===== config.mk =====
export PLATFORM = sky130hd
export DESIGN_NAME = port_rd_frontend
export DESIGN_NICKNAME = d
export VERILOG_FILES = /design/src/rtl/port_rd_frontend.sv
export SDC_FILE = /design/constraint.sdc
export NUM_CORES = 1
export LEC_CHECK = 0
export ABC_AREA = 1
export BUFFER_PORTS_ARGS = -buffer_cell sky130_fd_sc_hd__buf_2
export CAP_MARGIN = 40
export CORE_ASPECT_RATIO = 0.9
export CORE_MARGIN = 2
export CORE_UTILIZATION = 35
export DETAILED_ROUTE_END_ITERATION = 10
export GPL_TIMING_DRIVEN = 0
export PLACE_DENSITY = 0.5
export SYNTH_ARGS = -nofsm -noshare
export SYNTH_HDL_FRONTEND = slang
export SYNTH_SLANG_ARGS = --single-unit

===== constraint.sdc =====
create_clock -name clk -period 4.04 [get_ports clk]
set_input_delay 0.404 -clock clk [delete_from_list [all_inputs] [get_ports clk]]
set_output_delay 0.404 -clock clk [all_outputs]
set_load 0.02 [all_outputs]

===== src/rtl/port_rd_frontend.sv =====
// Port read front end: per-queue packet counters plus a request FSM that
// consults the dispatcher's queue choice and tracks one packet read at a time.
module port_rd_frontend #(
  parameter int unsigned CNT_W = 8
) (
  input  logic       clk,
  input  logic       rst_n,
  input  logic       wr_done,
  input  logic [2:0] wr_queue,
  input  logic [2:0] prior,
  input  logic       rd_ready,
  input  logic       rd_ack,
  input  logic       rd_valid,
  input  logic       rd_last,
  output logic [7:0] queue_available,
  output logic       next,
  output logic       rd_req,
  output logic [2:0] rd_queue,
  output logic       busy,
  output logic       cnt_ovf
);

  typedef enum logic [1:0] {StIdle, StSettle, StReq, StXfer} state_e;

  localparam logic [CNT_W-1:0] CntMax = '1;

  state_e           state_q, state_d;
  logic [CNT_W-1:0] cnt_q [8];
  logic [CNT_W-1:0] cnt_d [8];
  logic [2:0]       rd_queue_q, rd_queue_d;
  logic             next_q, next_d;
  logic             ovf_q, ovf_d;
  logic [7:0]       inc_vec, dec_vec;

  assign inc_vec = wr_done ? (8'b1 << wr_queue) : 8'b0;
  assign dec_vec = ((state_q == StReq) && rd_ack) ? (8'b1 << rd_queue_q) : 8'b0;

  // Simultaneous increment and decrement on one queue cancel out, so a full
  // counter being drained in the same cycle is not an overflow.
  always_comb begin
    ovf_d = ovf_q;
    for (int q = 0; q < 8; q++) begin
      cnt_d[q] = cnt_q[q];
      if (inc_vec[q] && !dec_vec[q]) begin
        if (cnt_q[q] == CntMax) ovf_d = 1'b1;
        else                    cnt_d[q] = cnt_q[q] + CNT_W'(1);
      end else if (dec_vec[q] && !inc_vec[q] && (cnt_q[q] != '0)) begin
        cnt_d[q] = cnt_q[q] - CNT_W'(1);
      end
    end
  end

  always_comb begin
    queue_available = 8'h00;
    for (int q = 0; q < 8; q++) begin
      queue_available[q] = |cnt_q[q];
    end
  end

  always_comb begin
    state_d    = state_q;
    rd_queue_d = rd_queue_q;
    next_d     = 1'b0;
    case (state_q)
      StIdle: begin
        if ((queue_available != 8'h00) && rd_ready) state_d = StSettle;
      end
      // prior is registered in the dispatcher, so it is only trusted one cycle on.
      StSettle: begin
        if (cnt_q[prior] != '0) begin
          rd_queue_d = prior;
          state_d    = StReq;
        end else begin
          state_d = StIdle;
        end
      end
      StReq: begin
        if (rd_ack) state_d = StXfer;
      end
      StXfer: begin
        if (rd_valid && rd_last) begin
          next_d  = 1'b1;
          state_d = StIdle;
        end
      end
      default: state_d = StIdle;
    endcase
  end

  always_ff @(posedge clk or posedge rst_n) begin
    if (rst_n) begin
      state_q    <= StIdle;
      rd_queue_q <= 3'd0;
      next_q     <= 1'b0;
      ovf_q      <= 1'b0;
      for (int q = 0; q < 8; q++) cnt_q[q] <= '0;
    end else begin
      state_q    <= state_d;
      rd_queue_q <= rd_queue_d;
      next_q     <= next_d;
      ovf_q      <= ovf_d;
      for (int q = 0; q < 8; q++) cnt_q[q] <= cnt_d[q];
    end
  end

  assign rd_req   = (state_q == StReq);
  assign busy     = (state_q != StIdle);
  assign next     = next_q;
  assign rd_queue = rd_queue_q;
  assign cnt_ovf  = ovf_q;

endmodule


==> results of run 1 <==
[power by group]
part	internal (W)	switching, W
registers	0.00104	0.000474
logic	0.00110	0.00154
clock network	0.000542	0.000344
[flip-flops by register name, summed over array words and instances, names as in the netlist, named ones only]
signal    cells
cnt_ovf       1
cnt_q        64
next          1
rd_queue      3
state_q       1
[cells in the mapped netlist (11+ instances only)]
master,n,area share [%]
nand3_1,67,5.7
nand4_1,26,2.7
ha_1,48,10
dfrtp_1,71,30
nand2_1,233,15
o21ai_0,23,1.9
xor2_1,27,4.0
a21oi_1,33,2.8
a21oi_2,11,1.6
nor2_1,77,4.9
xnor2_1,14,2.1
inv_1,89,5.6
[worst min-delay path, stage by stage]
cell,delay [ns]
buf_2,0.12
nand3_1,0.07
nand2_1,0.05
[through the flow]
step | hold WS [ns] | utilization (%) | total power (W) | instances
after floorplan | 0.4631 | - | 0.003592 | 818
after global placement | 0.4929 | 37.86 | 0.004160 | 1056
after detailed placement | 0.3408 | 38.04 | 0.004172 | 1057
after CTS | 0.3203 | 40.03 | 0.005093 | 1074
after global routing | 0.3563 | 40.03 | 0.005633 | 1074
final | 0.3258 | 40.04 | 0.005035 | 1075
[repair_timing]
action / in CTS / in global routing
hold buffers: 1 / 0
setup endpoints to repair: 0 / 0
endpoints found under the hold margin: 11 / 0
gates resized for setup: 0 / 0
[worst max path at each step]
stage,endpoint,slack [ns]
after floorplan,cnt_q[37],1.69
after global placement,cnt_q[45],0.59
after detailed placement,cnt_q[38],1.36
after CTS,cnt_q[30],1.40
after global routing,cnt_q[31],1.10
final,cnt_q[39],1.43
[cell families after synthesis]
group	after synthesis
AO/OA/AOI/OAI	101
XOR/XNOR	41
adder cells (fa/ha/maj)	56
buffers and inverters	104
flip-flops	71
AND/OR/NAND/NOR	445
[metal layers]
metal  vias up  track usage (%)  wire [um]
met5         -                0          0
met4         0            4.765        184
met3        11            3.186        372
met2        48            26.76       6300
met1      2285            23.73       7150
li1       2762                -          -
[area by class of cell]
type	count	area (sq um)	share of cell area, %
Multi-Input combinational cell	643	3720	55.55
Clock inverter	7	97.59	1.457
Inverter	98	375.4	5.605
Sequential cell	71	1777	26.53
Tap cell	211	264.0	3.942
Timing Repair Buffer	29	172.7	2.578
Buffer	6	62.56	0.9342
Clock buffer	9	225.2	3.363
Antenna cell	1	2.502	0.03737
==> reports/metrics.csv, run 1 <==
stage,metric,value,unit
outcome,outcome,"finished, final reports clean",
worst_setup_path,reg2reg_depth,16,
worst_hold_path,hold_path_startpoint,prior[2],
worst_setup_path,end_kind,flop,
worst_hold_path,min_to,rd_queue[2],
layout,final_common_cell,nand2_1,
grt,grt_pass1_vias,4914,
place,io_buffer_count,27,
synthesis,yosysSeqAreaShare,29.95,%
clocking,cts_buffer_depth,2,
layout,fillers,1747,
place,pre_cts_slack,1.356,ns
layout,final_cell_mix,"nand2_1, inv_1, nor2_1",
sta,hold_viol,0,
clocking,path_clk_slew,0.07,ns
route,drc,0,
worst_setup_path,crit_fanout,9,
synthesis,synth_nets,887,
worst_setup_path,cp_slowest_cell,dfrtp_1,
grt,grt_pass1_wl,24.28,mm
sta,finClkSkew,0.009576,ns
worst_setup_path,start_kind,flop,
layout,final_design_area_no_fill,0.006696,sq mm
worst_setup_path,slowest_delay,0.46,ns
worst_setup_path,crit_path_frequent_cell,nand2_1,
worst_hold_path,min_path_type,in -> reg,
floorplanning,die_x,141.2,um
synthesis,yosys.area_share.simple,33.35,%
sta,finalMaxSlewViolations,0,
route,drt-wirelength-per-cell,13.03,um
route,ant_nets,0,
sta,min_period,2.613,ns
synthesis,synth_compound_area_share,10.48,%
grt,grt_max_degree,61,
worst_setup_path,crit_family,simple AND/OR/NAND/NOR gates,
place,hpwlAfterDp,10.93,mm
synthesis,synth_area,0.005932,sq mm
floorplanning,start_util,35.47,%
worst_setup_path,ff2ff_setup_slack,1.43,ns
synthesis,synth_top_family_by_area,simple AND/OR/NAND/NOR gates,
grt,grt_use_total,16.93,%
route,drt_wl_total,14.01,mm
power,peakVddDrop,0.2668,mV
route,drt_pass1_iterations,4,
synthesis,async_flop_share,100.0,%
route,drt_iter0_markers,306,
worst_setup_path,crit_type,reg -> reg,
synthesis,avgSynthCellArea,7.252,sq um
synthesis,synth-seq-cells,71,
synthesis,synth_flop_cell,dfrtp_1,
worst_setup_path,cp_num_buf_inv,2,
worst_setup_path,crit_required,4.28,ns
floorplanning,dieArea,0.01801,sq mm
synthesis,synth_xor_area_share,6.054,%
clocking,post_cts_buffers,0,
synthesis,syn_inst,818,
sta,tightest_slew,0.4571,ns
synthesis,synth_edf_count,0,
grt,antenna_found_initial,1,
worst_setup_path,critPathLaunch,state_q[0],
layout,layout-drive-gt1-share,12.63,%
clocking,cts.sinks,71,
synthesis,synth_warnings,0,
sta,finalSetupTns,0,ns
sta,slew_headroom,69.46,%
place,place_congestion,0.7952,
floorplanning,fp-row-count,45,
worst_hold_path,hold_path_depth,3,
place,place_area,0.006361,sq mm
route,via_count,5106,
sta,setup_ws,1.427,ns
worst_setup_path,timing.rr.end,cnt_q[39],
sta,rsz0062_at_grt,false,
floorplanning,ios,28,
worst_setup_path,crit_arrival,2.85,ns
power,powerDensity,751.8,mW/mm^2
route,viasPerCell,4.750,
worst_setup_path,regToRegStartpoint,state_q[0],
clocking,cts-root-buf,clkbuf_16,
clocking,numCtsBuffers,9,
sta,clock.fmax,0.3826,GHz
synthesis,synthMuxAreaShare,0,%
job,cap_viol_max_count,0,
worst_setup_path,path_cells,"nor2_4, nand2_2, nor2_2, inv_2, nor2_4, nor2_2, inv_1, ha_1, a21oi_1, nand2_1, nand4_1, nand2_1, nand2_1, nand3_1, nand2_1, nand2_1",
grt,grt-ovfl-total,0,
floorplanning,core,0.01672,sq mm
power,p_leak,3.234,nW
sta,setup_violations,0,
layout,nets,927,
layout,area_delta_synth_final,12.89,%
floorplanning,die_h,127.5,um
clocking,clk_latency,0.36,ns
synthesis,synth_cell_types,36,
clocking,htreeDepth,3,
sta,finalCritPeriodShare,64.69,%
synthesis,synth_adder_area_share,12.82,%
worst_setup_path,worst-path-stages,16,
clocking,cts_tree,yes,
Power figures use the tool's default switching activity.
==> run 2: changes to the inputs <==
- ABC_AREA: 1 -> 0
- PLACE_DENSITY: 0.5 -> 0.52
- clock period: 4.04 -> 2.4 ns (I/O delays scaled with it)
==> reports/metrics.csv, run 2 <==
stage,metric,value,unit
worst_setup_path,crit_required,2.61,ns
worst_setup_path,end_kind,flop,
synthesis,synth_top_family_by_area,simple AND/OR/NAND/NOR gates,
synthesis,syn_inst,587,
synthesis,yosys.area_share.simple,20.04,%
sta,holdWs,0.1959,ns
worst_setup_path,start_kind,flop,
power,powerDensity,1356,mW/mm^2
layout,fillers,1495,
worst_setup_path,crit_fanout,6,
synthesis,synth_top_area_share,31.10,%
clocking,clk_latency,0.34,ns
synthesis,yosysSeqAreaShare,31.10,%
power,p_clk_share,12.7,%
synthesis,synth_compound_area_share,14.96,%
clocking,cts_buffer_depth,2,
power,p_leak,2.969,nW
worst_setup_path,timing.rr.end,cnt_q[23],
worst_hold_path,hold_path_depth,3,
job,cap_viol_max_count,0,
clocking,path_clk_slew,0.06,ns
route,via_count,4865,
worst_setup_path,crit_family,simple AND/OR/NAND/NOR gates,
power,swShare,42.68,%
synthesis,avgSynthCellArea,9.733,sq um
route,drt-wirelength-per-cell,16.52,um
synthesis,synthMuxAreaShare,11.80,%
layout,area_delta_synth_final,33.62,%
clocking,cts-root-buf,clkbuf_16,
layout,largest_reg_flops,64,
power,sequentialPowerShare,26.2,%
sta,setup_violations,6,
sta,min_period,2.484,ns
route,drc,0,
sta,slew_headroom,67.75,%
sta,hold_viol,0,
synthesis,synthTopCellsByArea,"dfrtp_1, ha_1, mux2_1",
layout,layout-drive-gt1-share,37.00,%
worst_hold_path,min_path_type,in -> reg,
worst_hold_path,hold_path_startpoint,rd_ack,
layout,fin_util,47.49,%
floorplanning,core,0.01608,sq mm
route,viasPerCell,5.516,
synthesis,synth_common_cells,"dfrtp_1, nor2_1, ha_1",
power,p_int,0.005935,W
worst_setup_path,cp_num_buf_inv,1,
grt,grt_pass1_wl,23.61,mm
clocking,htreeDepth,3,
place,io_buffer_count,26,
synthesis,synth-seq-cells,71,
layout,regMostFlops,cnt_q,
place,place_area,0.006294,sq mm
synthesis,async_flop_share,100.0,%
synthesis,synth_nets,656,
layout,final_common_cell,dfrtp_1,
sta,finClkSkew,0.01035,ns
sta,tightest_slew,0.4836,ns
worst_setup_path,crit_arrival,2.70,ns
synthesis,yosysMostFrequentCell,dfrtp_1,
synthesis,synth_edf_count,0,
synthesis,synth_area,0.005713,sq mm
power,peakVddDrop,0.5814,mV
route,drt_wl_total,14.57,mm
grt,grt_max_degree,57,
sta,finalMaxSlewViolations,0,
synthesis,synth_warnings,0,
grt,grt_pass1_vias,4827,
clocking,cts.sinks,71,
worst_hold_path,min_to,state_q[0],
floorplanning,fp-row-count,44,
synthesis,netlist.top_cell.by_area,dfrtp_1,
outcome,outcome,"complete, but fails checks",
floorplanning,die_x,138.7,um
route,ant_nets,0,
synthesis,synth_xor_area_share,6.132,%
synthesis,synth_adder_area_share,13.32,%
place,hpwlAfterDp,10.20,mm
synthesis,synth_cell_types,62,
worst_setup_path,slowest_delay,0.44,ns
floorplanning,die_h,125.2,um
grt,grt-ovfl-total,0,
worst_setup_path,reg2reg_depth,9,
clocking,numCtsBuffers,9,
layout,final_design_area_no_fill,0.007634,sq mm
floorplanning,dieArea,0.01736,sq mm
grt,antenna_found_initial,2,
power,switchingPower,0.004419,W
outcome,violations,setup timing,
place,place_congestion,0.8268,
worst_setup_path,path_cells,"and4b_2, a21oi_4, clkinv_4, ha_4, and3_4, a221o_1, nor4_2, nor3_1, mux4_2",
route,drt_pass1_iterations,4,
power,finalPower,0.01035,W
floorplanning,ios,28,
floorplanning,start_util,35.54,%
worst_setup_path,cp_slowest_cell,dfrtp_2,
layout,final_cell_mix,"dfrtp_1, nor2_1, buf_4",
power,p_comb_share,61.1,%
sta,clock.fmax,0.4025,GHz
worst_setup_path,crit_type,reg -> reg,
sta,setup_ws,-0.08438,ns
sta,finalCritPeriodShare,103.5,%
sta,rsz0062_at_grt,true,
clocking,cts_tree,yes,
grt,grt_use_total,16.67,%
worst_setup_path,ff2ff_setup_slack,-0.08,ns
route,drt_iter0_markers,202,
layout,nets,738,
synthesis,synth_flop_cell,dfrtp_1,
==> run 2: what timing repair did <==
action,CTS,global route
resized for setup,48,90
pin swaps,20,41
setup endpoints to repair,34,25
hold buffers,1,0
buffers inserted,20,24
endpoints found under the hold margin,15,0
==> run 2: per-stage QoR <==
step                      std cells  TNS [ns]  worst slack, ns
after floorplan                 587   -0.1685         -0.05130
after global placement          820    -63.32           -1.047
after detailed placement        821    -7.246          -0.5417
after CTS                       856   -0.5232          -0.1233
after global routing            881    -1.330          -0.2024
final                           882   -0.2767         -0.08438
==> run 2: tightest hold or removal path: stages <==
cell and delay [ns]:
buf_2 0.13, nand2_1 0.06, a31oi_1 0.07
==> run 2: cell families (layout without fill, tap and decap cells) <==
family                     after synthesis  count (layout)
xor gates and xnor gates                40              40
AOI/OAI and AO/OA                      124             124
other                                    0               2
adders and majority gates               56              56
buffers and inverters                   40             126
and+or+nand+nor                        202             202
muxes                                   54              54
DFF                                     71              71
==> run 2: worst max path at each step <==
stage,to,slack [ns],cells past startpoint
2_1_floorplan,cnt_q[47],-0.05,8
3_3_place_gp,rd_queue[1],-1.05,2
3_5_place_dp,cnt_q[39],-0.54,9
4_1_cts,cnt_q[23],-0.12,9
5_1_grt,cnt_q[23],-0.20,9
6_report,cnt_q[23],-0.08,9
==> run 2: power groups by stage <==
stage	clock, W	combinational (W)	sequential (W)
floorplan	0	0.00398	0.00244
global placement	0	0.00466	0.00257
detailed placement	0	0.00485	0.00260
CTS	0.00135	0.00535	0.00265
global route	0.00140	0.00701	0.00284
finish	0.00132	0.00632	0.00271
==> run 2: layout make-up <==
cell class	count	area [sq um]	area share, %
antenna	2	5.005	0.06556
buffer	1	3.754	0.04917
clock buffer	15	287.8	3.770
inverter	38	167.7	2.196
multi-input combinational	476	4607	60.35
sequential	71	1783	23.36
tap	207	259.0	3.393
timing repair buffer	72	520.5	6.819
==> run 2: metal layers <==
| metal | GRT usage, % | vias up | part of all wire, % |
|---|---|---|---|
| met3 | 3.294 | 15 | 2.3 |
| met1 | 21.38 | 2413 | 46 |
| met5 | 0 | - | 0 |
| met2 | 27.98 | 40 | 50 |
| met4 | 6.239 | 0 | 1.7 |
| li1 | - | 2397 | - |
